[src/rtl/powerup_sprite_engine.sv]
// ============================================================================
// Module      : powerup_sprite_engine
// Description : Power-up sprite life cycle (spawn/active/blink/collect) and
//               2-cycle palette overlay on the pixel stream from bitmap RAM.
// Revision    : 1.0 - initial release
// ============================================================================
`default_nettype none

module powerup_sprite_engine #(
  parameter int              CD             = 12,
  parameter int              ADDR_WIDTH     = 8,
  parameter logic [CD-1:0]   PAL1           = 12'hF80,
  parameter logic [CD-1:0]   PAL2           = 12'hFF0,
  parameter logic [CD-1:0]   PAL3           = 12'h000,
  parameter logic [CD-1:0]   FLASH_COLOR    = 12'hFFF,
  parameter int              BLINK_FRAMES   = 120,
  parameter int              COLLECT_FRAMES = 30
) (
  input  logic                  clk,
  input  logic                  reset_n,
  input  logic [10:0]           x,
  input  logic [10:0]           y,
  input  logic                  frame_tick,
  input  logic                  cmd_spawn,
  input  logic [10:0]           spawn_x,
  input  logic [10:0]           spawn_y,
  input  logic [15:0]           spawn_life,
  input  logic                  cmd_collect,
  output logic [ADDR_WIDTH-1:0] rom_addr,
  input  logic [1:0]            rom_data,
  input  logic [CD-1:0]         si_rgb,
  output logic [CD-1:0]         so_rgb,
  output logic                  active,
  output logic                  collected,
  output logic [1:0]            state
);

  typedef enum logic [1:0] {
    S_IDLE    = 2'd0,
    S_ACTIVE  = 2'd1,
    S_BLINK   = 2'd2,
    S_COLLECT = 2'd3
  } state_t;

  localparam logic [15:0] c_blink_lim   = 16'(BLINK_FRAMES);
  localparam logic [15:0] c_collect_cnt = 16'(COLLECT_FRAMES);

  state_t        r_state, w_state_n, w_state_c;
  logic          r_pend, w_pend_n;
  logic [10:0]   r_pend_x, r_pend_y, w_pend_x_n, w_pend_y_n;
  logic [15:0]   r_pend_life, w_pend_life_n;
  logic [10:0]   r_ox, r_oy, w_ox_n, w_oy_n;
  logic [15:0]   r_life, w_life_n, w_life_dec;
  logic [15:0]   r_flash, w_flash_n, w_flash_c;
  logic [3:0]    r_fcnt, w_fcnt_n;
  logic          r_collected, w_collected_n;

  assign w_life_dec = r_life - 16'd1;

  always_ff @(posedge clk) begin
    if (!reset_n) begin
      r_state     <= S_IDLE;
      r_pend      <= 1'b0;
      r_pend_x    <= '0;
      r_pend_y    <= '0;
      r_pend_life <= '0;
      r_ox        <= '0;
      r_oy        <= '0;
      r_life      <= '0;
      r_flash     <= '0;
      r_fcnt      <= '0;
      r_collected <= 1'b0;
    end else begin
      r_state     <= w_state_n;
      r_pend      <= w_pend_n;
      r_pend_x    <= w_pend_x_n;
      r_pend_y    <= w_pend_y_n;
      r_pend_life <= w_pend_life_n;
      r_ox        <= w_ox_n;
      r_oy        <= w_oy_n;
      r_life      <= w_life_n;
      r_flash     <= w_flash_n;
      r_fcnt      <= w_fcnt_n;
      r_collected <= w_collected_n;
    end
  end

  // Collect resolves first; frame_tick then acts on the post-collect state.
  always_comb begin
    w_state_c     = r_state;
    w_flash_c     = r_flash;
    w_collected_n = 1'b0;
    w_pend_n      = r_pend;
    w_pend_x_n    = r_pend_x;
    w_pend_y_n    = r_pend_y;
    w_pend_life_n = r_pend_life;
    w_ox_n        = r_ox;
    w_oy_n        = r_oy;
    w_life_n      = r_life;
    w_fcnt_n      = r_fcnt;

    if (cmd_collect && (r_state == S_ACTIVE || r_state == S_BLINK)) begin
      w_state_c     = S_COLLECT;
      w_flash_c     = c_collect_cnt;
      w_collected_n = 1'b1;
    end
    w_state_n = w_state_c;
    w_flash_n = w_flash_c;

    if (frame_tick) begin
      w_fcnt_n = r_fcnt + 4'd1;
      if (r_pend) begin
        w_ox_n   = r_pend_x;
        w_oy_n   = r_pend_y;
        w_life_n = r_pend_life;
        w_pend_n = 1'b0;
        if (r_pend_life <= c_blink_lim) begin
          w_state_n = S_BLINK;
          w_fcnt_n  = 4'd0;
        end else begin
          w_state_n = S_ACTIVE;
        end
      end else begin
        case (w_state_c)
          S_ACTIVE, S_BLINK: begin
            w_life_n = w_life_dec;
            if (w_life_dec == 16'd0) begin
              w_state_n = S_IDLE;
            end else if (w_life_dec <= c_blink_lim) begin
              w_state_n = S_BLINK;
              if (w_state_c == S_ACTIVE) w_fcnt_n = 4'd0;
            end
          end
          S_COLLECT: begin
            w_flash_n = w_flash_c - 16'd1;
            if (w_flash_n == 16'd0) w_state_n = S_IDLE;
          end
          default: ;
        endcase
      end
    end

    // A same-cycle spawn lands after the tick's pending consume.
    if (cmd_spawn && spawn_life != 16'd0) begin
      w_pend_n      = 1'b1;
      w_pend_x_n    = spawn_x;
      w_pend_y_n    = spawn_y;
      w_pend_life_n = spawn_life;
    end
  end

  assign state     = r_state;
  assign active    = (r_state == S_ACTIVE) || (r_state == S_BLINK);
  assign collected = r_collected;

  // Pixel path: address in cycle n, RAM data and aligned side-band in n+1.
  logic [3:0]    w_dx, w_dy;
  logic [11:0]   w_x12, w_y12, w_ox12, w_oy12;
  logic          w_in_region, w_draw_en;
  logic          r_in_region_d, r_draw_en_d, r_flash_d;
  logic [CD-1:0] r_si_rgb_d, r_so_rgb, w_overlay;

  assign w_dx     = x[3:0] - r_ox[3:0];
  assign w_dy     = y[3:0] - r_oy[3:0];
  assign rom_addr = ADDR_WIDTH'({w_dy, w_dx});

  assign w_x12  = {1'b0, x};
  assign w_y12  = {1'b0, y};
  assign w_ox12 = {1'b0, r_ox};
  assign w_oy12 = {1'b0, r_oy};
  assign w_in_region = (w_x12 >= w_ox12) && (w_x12 <= w_ox12 + 12'd15) &&
                       (w_y12 >= w_oy12) && (w_y12 <= w_oy12 + 12'd15);

  assign w_draw_en = (r_state == S_ACTIVE) || (r_state == S_COLLECT) ||
                     ((r_state == S_BLINK) && !r_fcnt[3]);

  always_comb begin
    w_overlay = '0;
    case (rom_data)
      2'd1:    w_overlay = PAL1;
      2'd2:    w_overlay = PAL2;
      2'd3:    w_overlay = PAL3;
      default: w_overlay = '0;
    endcase
    if (r_flash_d) w_overlay = FLASH_COLOR;
  end

  always_ff @(posedge clk) begin
    if (!reset_n) begin
      r_in_region_d <= 1'b0;
      r_draw_en_d   <= 1'b0;
      r_flash_d     <= 1'b0;
      r_si_rgb_d    <= '0;
      r_so_rgb      <= '0;
    end else begin
      r_in_region_d <= w_in_region;
      r_draw_en_d   <= w_draw_en;
      r_flash_d     <= (r_state == S_COLLECT);
      r_si_rgb_d    <= si_rgb;
      r_so_rgb      <= (r_in_region_d && r_draw_en_d && rom_data != 2'd0) ?
                       w_overlay : r_si_rgb_d;
    end
  end

  assign so_rgb = r_so_rgb;

endmodule

`default_nettype wire
[config.mk]
export PLATFORM = sky130hd
export DESIGN_NAME = powerup_sprite_engine
export DESIGN_NICKNAME = d
export VERILOG_FILES = /design/src/rtl/powerup_sprite_engine.sv
export SDC_FILE = /design/constraint.sdc
export NUM_CORES = 1
export LEC_CHECK = 0
export BUFFER_PORTS_ARGS = -buffer_cell sky130_fd_sc_hd__buf_2
export CELL_PAD_IN_SITES_DETAIL_PLACEMENT = 0
export CELL_PAD_IN_SITES_GLOBAL_PLACEMENT = 1
export CORE_UTILIZATION = 42
export CTS_CLUSTER_DIAMETER = 120
export CTS_CLUSTER_SIZE = 24
export DETAILED_ROUTE_END_ITERATION = 8
export PLACE_DENSITY = 0.77
export SYNTH_ARGS = -nofsm -noshare
export SYNTH_HDL_FRONTEND = slang
export SYNTH_SLANG_ARGS = --single-unit
export TNS_END_PERCENT = 100
[constraint.sdc]
create_clock -name clk -period 3.8 [get_ports clk]
set_clock_uncertainty 0.2 [all_clocks]
set_input_delay 0.19 -clock clk [delete_from_list [all_inputs] [get_ports clk]]
set_output_delay 0.19 -clock clk [all_outputs]
set_load 0.05 [all_outputs]
==> metrics, run 1 <==
outcome=finished, final reports clean; post-synthesis cell count=873; die area=17000 µm²; part of the cycle the worst path needs=86.8%; Worst slew margin=between 20 and 30%; CP Capture Type=flop; critical path required time=3850 ps; Reg2Reg Setup Slack=500 ps; CTS H-Tree Depth=4; most common cell after layout, fill and taps aside=nand2_1; Worst Slack Setup Final=501 ps; wire length on met2=between 8 and 9 mm; synth-to-layout area growth=27.3%; row count=46; first-pass GRT wire length=between 20 and 30 mm; CTS max path bufs=2; number of fill cells=1567; pwr dens=543 nW/µm²; Post-CTS Setup Repair Bufs=0; Setup TNS=0 ps; crit-path max FO=13; antenna violations before repair=0; GPL Wtd Cong=approximately 0.83; # diodes=0; Sequential cell area=2540 µm²; Synth cell types=66; Die Span Y=130 µm; syn nets=1013; Arr. time, crit path=3350 ps; Register-to-Register Path Depth=12; WL met1=8.32 mm; vias=about 6300; Die W=roughly 130 µm; via/cell ratio=5.03; WHS Path Cells=3; met3 WL=roughly 570 µm; Hold Path Class=input port to flop; maxcap violations=0; GR Util All Layers=20.9%; Final Setup Violations=0; CTS Buf Count=17; mean post-synth cell area=a little under 8 µm²; port bufs=102; Skew-Pair Late Insertion Delay=410 ps; LEAKAGE=0.00362 µW; Hold Crit Endpoint=r_in_region_d$_SDFF_PN0_; routed len/inst=13.9 µm; commonest cells after routing, fill and taps aside=nand2_1, dfxtp_1, buf_2; Placed Area=7630 µm²; CP startpoint kind=flop; DRC=0; Tmin final=3300 ps; initial DRC count=328; Yosys reg bits=127; I/O pin cnt=103; worst-margin pin slew=1050 ps; Core ar.=between 15000 and 20000 µm²; Final Core Density=55.2%; pre-CTS setup slack=approximately 550 ps; Final Cell Area=a little under 9000 µm²; clock sink total=127; clk slew on worst S/H paths=60 ps; DRT antenna net count=0; share of cells above drive strength 1=15.1%; HPWL after DPL=around 12 mm; mapped cell area=6930 µm²; router iterations before antenna repair=5; fmax=approximately 300 MHz; Top FF cell, synth=dfxtp_1; maximum vdd ir drop=0.348 mV; Nets=1161; pin count of the biggest net entering global routing=60; Post-synth EDFFs=0; reg2reg end=state[1]$_SDFF_PN0_; Reg-to-Reg Start=state[0]$_SDFF_PN0_; top routing layer in use=met4; worst hold start=x[10]; number of max-slew violations in the final report=0; vias in the first global route=5754; WS Path Type=flop to flop; total power=4800 µW; RSZ-0062 raised after global routing=false; CTS tree=done; area of the multi-input gates=4070 µm²; fraction of registers with async set/reset=0%; initial core utilization=43.3%; global route total overflow=0; Post-Route WL=17.3 mm; Synthesis Warnings=0; Root Buffer=clkbuf_16; sequential fraction of the synthesis area=a little under two fifths; Final Hold Fails=0
[sequential cells by signal, indices dropped and copies added (netlist names)]
name	count
r_flash	16
r_pend_y	11
r_pend_x	11
r_ox	11
so_rgb	12
r_pend_life	16
r_si_rgb_d	12
collected	1
r_oy	11
r_flash_d	1
r_in_region_d	1
state	2
r_draw_en_d	1
r_pend	1
r_life	16
r_fcnt	4
[through the flow]
stage	std cells	hold WS [ps]
floorplan	873	117
global placement	1161	197
detailed placement	1161	199
CTS	1249	3.40
global route	1249	18.5
finish	1249	10.3
[layer usage]
metal | up-vias | GRT usage [%]
met1 | 2850 | 27.1
met3 | 14 | 4.32
li1 | 3314 | -
met5 | - | 0
met4 | 0 | 6.29
met2 | 101 | 34.8
[cells in the mapped netlist (all sizes together), types with 5 or more instances]
cell / n / area, µm²
xor2: 9 / 78.8
a221oi: 5 / 43.8
nor2: 70 / 263
nand4: 10 / 62.6
nor4: 20 / 140
or4: 5 / 45.0
and2: 19 / 119
nor3: 22 / 121
dfxtp: 127 / 2540
nor2b: 7 / 43.8
inv: 45 / 169
xnor2: 33 / 289
a21o: 6 / 45.0
o21a: 5 / 37.5
a21oi: 97 / 485
nand3: 14 / 70.1
clkbuf: 36 / 135
mux2i: 7 / 70.1
nand2: 171 / 644
o21ai: 22 / 110
a211oi: 6 / 45.0
nand2b: 10 / 62.6
a31oi: 10 / 62.6
ha: 59 / 738
[worst max path at each step]
stage                        startpoint  slack, ps  depth (start not counted)             endpoint
finish              state[0]$_SDFF_PN0_        500                         12  state[1]$_SDFF_PN0_
floorplan           state[0]$_SDFF_PN0_        140                         13  state[1]$_SDFF_PN0_
CTS                 state[0]$_SDFF_PN0_        520                         12  state[1]$_SDFF_PN0_
global route        state[0]$_SDFF_PN0_        150                         12  state[1]$_SDFF_PN0_
global placement    state[0]$_SDFF_PN0_        630                         12  state[1]$_SDFF_PN0_
detailed placement  state[0]$_SDFF_PN0_        550                         12  state[1]$_SDFF_PN0_
[power breakdown]
| group | leakage (µW) | total, µW | internal [µW] | switching, µW |
|---|---|---|---|---|
| clock | 0.000303 | 1710 | 1130 | 578 |
| sequential | 0.00104 | 1600 | 1450 | 148 |
| combinational | 0.00227 | 1490 | 628 | 860 |
[worst max-delay path, stage by stage, from the launching register on]
cell and delay, ps:
dfxtp_1 370, inv_1 90, ha_1 320, nand2_1 280, nand2_1 240, ha_1 230
nor4b_1 360, nand2_1 170, nor4_1 270, xnor2_1 170, nand4_1 150, a31oi_1 190
o32ai_1 100
[kinds of logic (layout without fill, tap and decap cells)]
family | Yosys count | count (layout) | synth area share (%)
simple gates | 367 | 367 | 25.0
compound gates | 183 | 183 | 16.0
flops | 127 | 127 | 36.7
buf+inv | 85 | 245 | 4.67
fa+ha+maj | 61 | 61 | 11.2
xor+xnor | 42 | 42 | 5.31
mux | 8 | 8 | 1.17
[final cells by class]
cell class / count / area share, %
multi-input cells: 661 / 46.1
flip-flops and latches: 127 / 28.8
repair buffers: 169 / 13.1
clock buffers: 21 / 5.22
well taps: 216 / 3.06
inverters: 45 / 1.91
clock inverters: 10 / 1.81
[what timing repair did]
action                                  in CTS  in global routing
endpoints found under the setup margin       0                  0
hold buffers                                57                  0
endpoints found under the hold margin       51                  0
gates resized for setup                      0                  0
No activity file was read; power rests on OpenSTA's default activity.
==> run 2: changes to the inputs <==
--- a/config.mk
+++ b/config.mk
@@ -5,7 +5,7 @@
 export SDC_FILE = /design/constraint.sdc
 export NUM_CORES = 1
 export LEC_CHECK = 0
-export BUFFER_PORTS_ARGS = -buffer_cell sky130_fd_sc_hd__buf_2
+export BUFFER_PORTS_ARGS = -buffer_cell sky130_fd_sc_hd__buf_4
 export CELL_PAD_IN_SITES_DETAIL_PLACEMENT = 0
 export CELL_PAD_IN_SITES_GLOBAL_PLACEMENT = 1
 export CORE_UTILIZATION = 42
==> metrics, run 2 (synthesis results as in run 1) <==
outcome=finished, final reports clean; Die Span Y=130 µm (unchanged); die area=17000 µm² (unchanged); global route total overflow=0 (unchanged); vias=6409 (+2.1%); Arr. time, crit path=3550 ps (+200 ps); crit-path max FO=13 (unchanged); CP Cell Sequence=inv_1 -> ha_1 -> nand2_1 -> nand2_1 -> ha_1 -> inv_1 -> nor3_1 -> nand2_1 -> mux2i_1 -> a21oi_1 -> dlygate4sd3_1; initial core utilization=43.3% (unchanged); I/O pin cnt=103 (unchanged); CTS max path bufs=2 (unchanged); Nets=1178 (+1.5%); via/cell ratio=5.06 (+0.62%); clock sink total=127 (unchanged); vias in the first global route=5970 (+3.8%); met2 usage=35.6% (+0.81 points); Register-to-Register Path Depth=11 (-1); Post-Route WL=17.9 mm (+3.1%); slowest cell on the critical path=dlygate4sd3_1; LEAKAGE=0.00377 µW (+4.3%); total power=4850 µW (+1.1%); number of fill cells=1539 (-1.8%); Final Setup Violations=0 (unchanged); Global Route met1 Usage=28.3% (+1.2 points); met3 usage=4.60% (+0.29 points); Final Hold Fails=0 (unchanged); number of max-slew violations in the final report=0 (unchanged); Tmin final=3430 ps (+133 ps); antenna violations before repair=0 (unchanged); biggest registers after layout=r_flash x16, r_life x16, r_pend_life x16; critical path required time=3920 ps (+70 ps); Worst Slack Setup Final=368 ps (-133 ps); Skew-Pair Late Insertion Delay=430 ps (+20 ps); CTS Buf Count=17 (unchanged); routed len/inst=14.1 µm (+1.6%); most common cell after layout, fill and taps aside=nand2_1; Top cell by count, worst path=nand2_1; pin count of the biggest net entering global routing=40 (-33%); row count=46 (unchanged); fmax=291 MHz (-3.9%); CP startpoint kind=flop; CTS H-Tree Depth=4 (unchanged); CP bufs+invs=3 (+2); Crit path largest cell delay=560 ps (+190 ps); CTS tree=done; DRC=0 (unchanged); port bufs=102 (unchanged); reg2reg end=r_life[6]$_SDFFE_PN0P_; pwr dens=525 nW/µm² (-3.4%); Worst slew margin=50.6% (+21 points); GPL Wtd Cong=0.809 (-2.0%); maximum vdd ir drop=0.324 mV (-6.9%); Hold Path Class=input port to flop; Sequential cell area=2540 µm² (unchanged); CP delay by family, top=adder cells; router iterations before antenna repair=5 (unchanged); critical path depth in cells=11 (-1); clk slew on worst S/H paths=60 ps (about the same); GR Util All Layers=21.7% (+0.82 points); share of cells above drive strength 1=15.4% (+0.31 points); part of the cycle the worst path needs=90.3% (+3.5 points); # diodes=0 (unchanged); WS Path Type=flop to flop; CP Capture Type=flop; CP startpoint=state[0]$_SDFF_PN0_; RSZ-0062 raised after global routing=false; Most Crowded Layer GR=met2; Setup TNS=0 ps (unchanged); pre-CTS setup slack=549 ps (-0.193 ps); synth-to-layout area growth=33.2%; initial DRC count=255 (-22%); Reg2Reg Setup Slack=370 ps (-130 ps); worst setup path end=r_life[6]$_SDFFE_PN0P_; Die W=130 µm (unchanged); HPWL after DPL=12.6 mm (+2.6%); commonest cells after routing, fill and taps aside=nand2_1, dfxtp_1, buf_4; worst-margin pin slew=735 ps (-315 ps); DRT antenna net count=0 (unchanged); first-pass GRT wire length=28.8 mm (+3.5%); smallest hold slack=31.2 ps (+20.9 ps); maxcap violations=0 (unchanged); area of the multi-input gates=4070 µm² (unchanged); Core ar.=16000 µm² (unchanged); Reg-to-Reg Start=state[0]$_SDFF_PN0_; Root Buffer=clkbuf_16
[run 2: cell types whose count changed in the layout (fill, tap and decap cells not counted), sizes merged]
cell and change:
inv +1, clkbuf -2, dlygate4sd3 +14, clkinvlp +3, bufinv -1, buf +3
[run 2: repair_timing]
| item | 4_1_cts | 5_1_grt |
|---|---|---|
| setup buffers | 0 | 0 |
| hold buffers | 71 | 0 |
| endpoints found under the hold margin | 60 | 0 |
| gates resized for setup | 0 | 0 |
[run 2: stage by stage]
stage                     util [%]  instance area [µm²]  std cells
final                         57.7                 9240       1267
after global routing          57.7                 9240       1267
after CTS                     57.7                 9240       1267
after detailed placement      49.4                 7910       1164
after global placement        49.4                 7910       1164
after floorplan                  -                 6930        873
[run 2: layer usage]
layer	share of wire [%]	wire, µm
met2	48	8590
met5	0	0
met1	48	8500
met3	3.1	561
met4	1.1	205
[run 2: final cells by class]
cell class                 count  share of cell area [%]
clock buffer                  19                    4.90
multi-input combinational    661                    44.0
inverter                      45                    1.83
clock inverter                13                    1.75
sequential                   127                    27.5
timing repair buffer         186                    17.0
tap                          216                    2.93
[run 2: how the worst min path moves through the flow]
| stage | start | to | slack, ps | cells after the start |
|---|---|---|---|---|
| 3_5_place_dp | si_rgb[5] | r_si_rgb_d[5]$_SDFF_PN0_ | 200 | 2 |
| 4_1_cts | rom_data[1] | so_rgb[6]$_SDFF_PN0_ | 20 | 4 |
| 2_1_floorplan | si_rgb[0] | r_si_rgb_d[0]$_SDFF_PN0_ | 120 | 1 |
| 3_3_place_gp | si_rgb[7] | r_si_rgb_d[7]$_SDFF_PN0_ | 200 | 2 |
| 6_report | rom_data[1] | so_rgb[6]$_SDFF_PN0_ | 30 | 4 |
| 5_1_grt | rom_data[1] | so_rgb[6]$_SDFF_PN0_ | 60 | 4 |
[run 2: report_power, final]
group	switching [µW]	internal [µW]
combinational	871	688
clock	620	1070
sequential	149	1450
[run 2: tightest hold or removal path: cells and delay by family]
kind / cells / cell delay [ps]
fa+ha+maj: 1 / 130
compound gates: 1 / 120
simple gates: 1 / 110
buf+inv: 1 / 80
==> run 3: changes to the inputs <==
--- a/config.mk
+++ b/config.mk
@@ -12,7 +12,7 @@
 export CTS_CLUSTER_DIAMETER = 120
 export CTS_CLUSTER_SIZE = 24
 export DETAILED_ROUTE_END_ITERATION = 8
-export PLACE_DENSITY = 0.77
+export PLACE_DENSITY_LB_ADDON = 0.12
 export SYNTH_ARGS = -nofsm -noshare
 export SYNTH_HDL_FRONTEND = slang
 export SYNTH_SLANG_ARGS = --single-unit
==> metrics, run 3 (synthesis results as in run 1) <==
CP startpoint kind=flop; die area=17000 µm² (unchanged); Skew-Pair Late Insertion Delay=420 ps (about the same); LEAKAGE=0.00377 µW (about the same); port bufs=102 (unchanged); routed len/inst=14.3 µm (+1.5%); worst-margin pin slew=1090 ps (+357 ps); CTS Buf Count=17 (unchanged); area of the multi-input gates=4070 µm² (unchanged); DRC=0 (unchanged); Hold Path Class=input port to flop; # diodes=0 (unchanged); CP Capture Type=flop; pre-CTS setup slack=639 ps (+90.4 ps); maxcap violations=0 (unchanged); vias in the first global route=6350 (+6.4%); number of fill cells=1493 (-3.0%); global route total overflow=0 (unchanged); RSZ-0062 raised after global routing=false; Arr. time, crit path=3420 ps (-130 ps); most common cell after layout, fill and taps aside=nand2_1; row count=46 (unchanged); initial DRC count=322 (+26%); switching pwr=1620 µW (-1.2%); via/cell ratio=5.18 (+2.4%); biggest registers after layout=r_flash x16, r_life x16, r_pend_life x16; CTS H-Tree Depth=4 (unchanged); Post-Route WL=18.1 mm (+1.3%); commonest cells after routing, fill and taps aside=nand2_1, dfxtp_1, buf_4; total power=4850 µW (about the same); WS Path Type=flop to flop; Worst slew margin=27.2% (-23 points); Top cell by count, worst path=nand2_1; number of max-slew violations in the final report=0 (unchanged); outcome=finished, final reports clean; maximum vdd ir drop=0.331 mV (+2.2%); GR Util All Layers=21.9% (+0.22 points); Crit path largest cell delay=550 ps (about the same); part of the cycle the worst path needs=87.3% (-3.0 points); slowest cell on the critical path=dlygate4sd3_1; initial core utilization=43.3% (unchanged); CP delay by family, top=buffers and inverters; Worst Slack Setup Final=482 ps (+114 ps); Nets=1177 (-0.085%); DRT antenna net count=0 (unchanged); switching part of the total=33.5% (-0.38 points); Core ar.=16000 µm² (unchanged); CP bufs+invs=4 (+1); Post-CTS Setup Repair Bufs=0 (unchanged); Clock Power Share=34.3% (-0.5 points); pwr dens=526 nW/µm² (+0.14%); Root Buffer=clkbuf_16; Tmin final=3320 ps (-114 ps); I/O pin cnt=103 (unchanged); GPL Wtd Cong=0.890 (+9.9%); Final Hold Fails=0 (unchanged); smallest hold slack=34.9 ps (+3.69 ps); CTS max path bufs=2 (unchanged); fmax=301 MHz (+3.4%); Final Core Density=57.6% (-0.10 points); clk slew on worst S/H paths=60 ps (about the same); share of cells above drive strength 1=15.2% (-0.26 points); Final Setup Violations=0 (unchanged); critical path required time=3900 ps (-20 ps); first-pass GRT wire length=29.5 mm (+2.7%); antenna violations before repair=0 (unchanged); sequential share of power=33.1% (about the same); CP Cell Sequence=inv_1 -> ha_1 -> nand2_1 -> buf_4 -> nand2_1 -> ha_1 -> inv_1 -> nor3_1 -> nand2_1 -> mux2i_1 -> a21oi_1 -> dlygate4sd3_1; internal power=3220 µW (+0.55%); vias=6554 (+2.3%); Setup TNS=0 ps (unchanged); HPWL after DPL=12.8 mm (+2.0%); combinational power share=32.6% (+0.4 points); Sequential cell area=2540 µm² (unchanged); CTS tree=done; Die Span Y=130 µm (unchanged); router iterations before antenna repair=5 (unchanged); synth-to-layout area growth=33.0%; Die W=130 µm (unchanged); pin count of the biggest net entering global routing=43 (+7.5%); crit-path max FO=12 (-1); clock sink total=127 (unchanged)
-- run 3: cell count changes in the layout (fill, tap and decap cells not counted), sizes merged --
cell,before,now
clkinvlp,4,1
clkbuf,19,21
buf,115,114
clkinv,4,5
inv,47,46
-- run 3: routing by layer --
metal,vias to the layer above,GRT usage [%],wire length (µm)
met4,0,7.64,299
met5,-,0,0
li1,3345,-,-
met3,25,3.87,532
met1,3063,27.0,8260
met2,121,38.4,9000
-- run 3: area by class of cell --
| cell class | count | area share (%) |
|---|---|---|
| clock buffer | 21 | 5.10 |
| clock inverter | 10 | 1.47 |
| inverter | 45 | 1.83 |
| multi-input combinational | 661 | 44.1 |
| sequential | 127 | 27.6 |
| tap | 216 | 2.93 |
| timing repair buffer | 185 | 17.0 |
-- run 3: repair_timing --
item,CTS,global route
resized for setup,0,0
hold endpoints to repair,59,0
hold buffers,71,0
-- run 3: power groups by stage --
stage	sequential, µW	clock, µW	combinational, µW
6_report	1600	1660	1580
5_1_grt	1620	1750	1770
4_1_cts	1600	1690	1580
3_5_place_dp	1630	0	1500
3_3_place_gp	1620	0	1490
2_1_floorplan	1610	0	1130
-- run 3: metrics by stage --
stage               instance area [µm²]  cells
finish                             9220   1265
global route                       9220   1265
CTS                                9220   1265
detailed placement                 7900   1163
global placement                   7900   1163
floorplan                          6930    873
-- run 3: worst min-delay path: cells and delay by family --
family / cells / cell delay [ps]
AND/OR/NAND/NOR: 2 / 140
buffers and inverters: 2 / 270
-- run 3: worst paths after layout --
path | slack [ps] | end | start | cells past startpoint
worst max-delay path | 480 | r_life[6]$_SDFFE_PN0P_ | state[0]$_SDFF_PN0_ | 12
worst min-delay path | 30 | collected$_SDFF_PN0_ | cmd_collect | 4
worst max register to register | 480 | r_life[6]$_SDFFE_PN0P_ | state[0]$_SDFF_PN0_ | 12
worst min register to register | 240 | so_rgb[2]$_SDFF_PN0_ | r_si_rgb_d[2]$_SDFF_PN0_ | 2
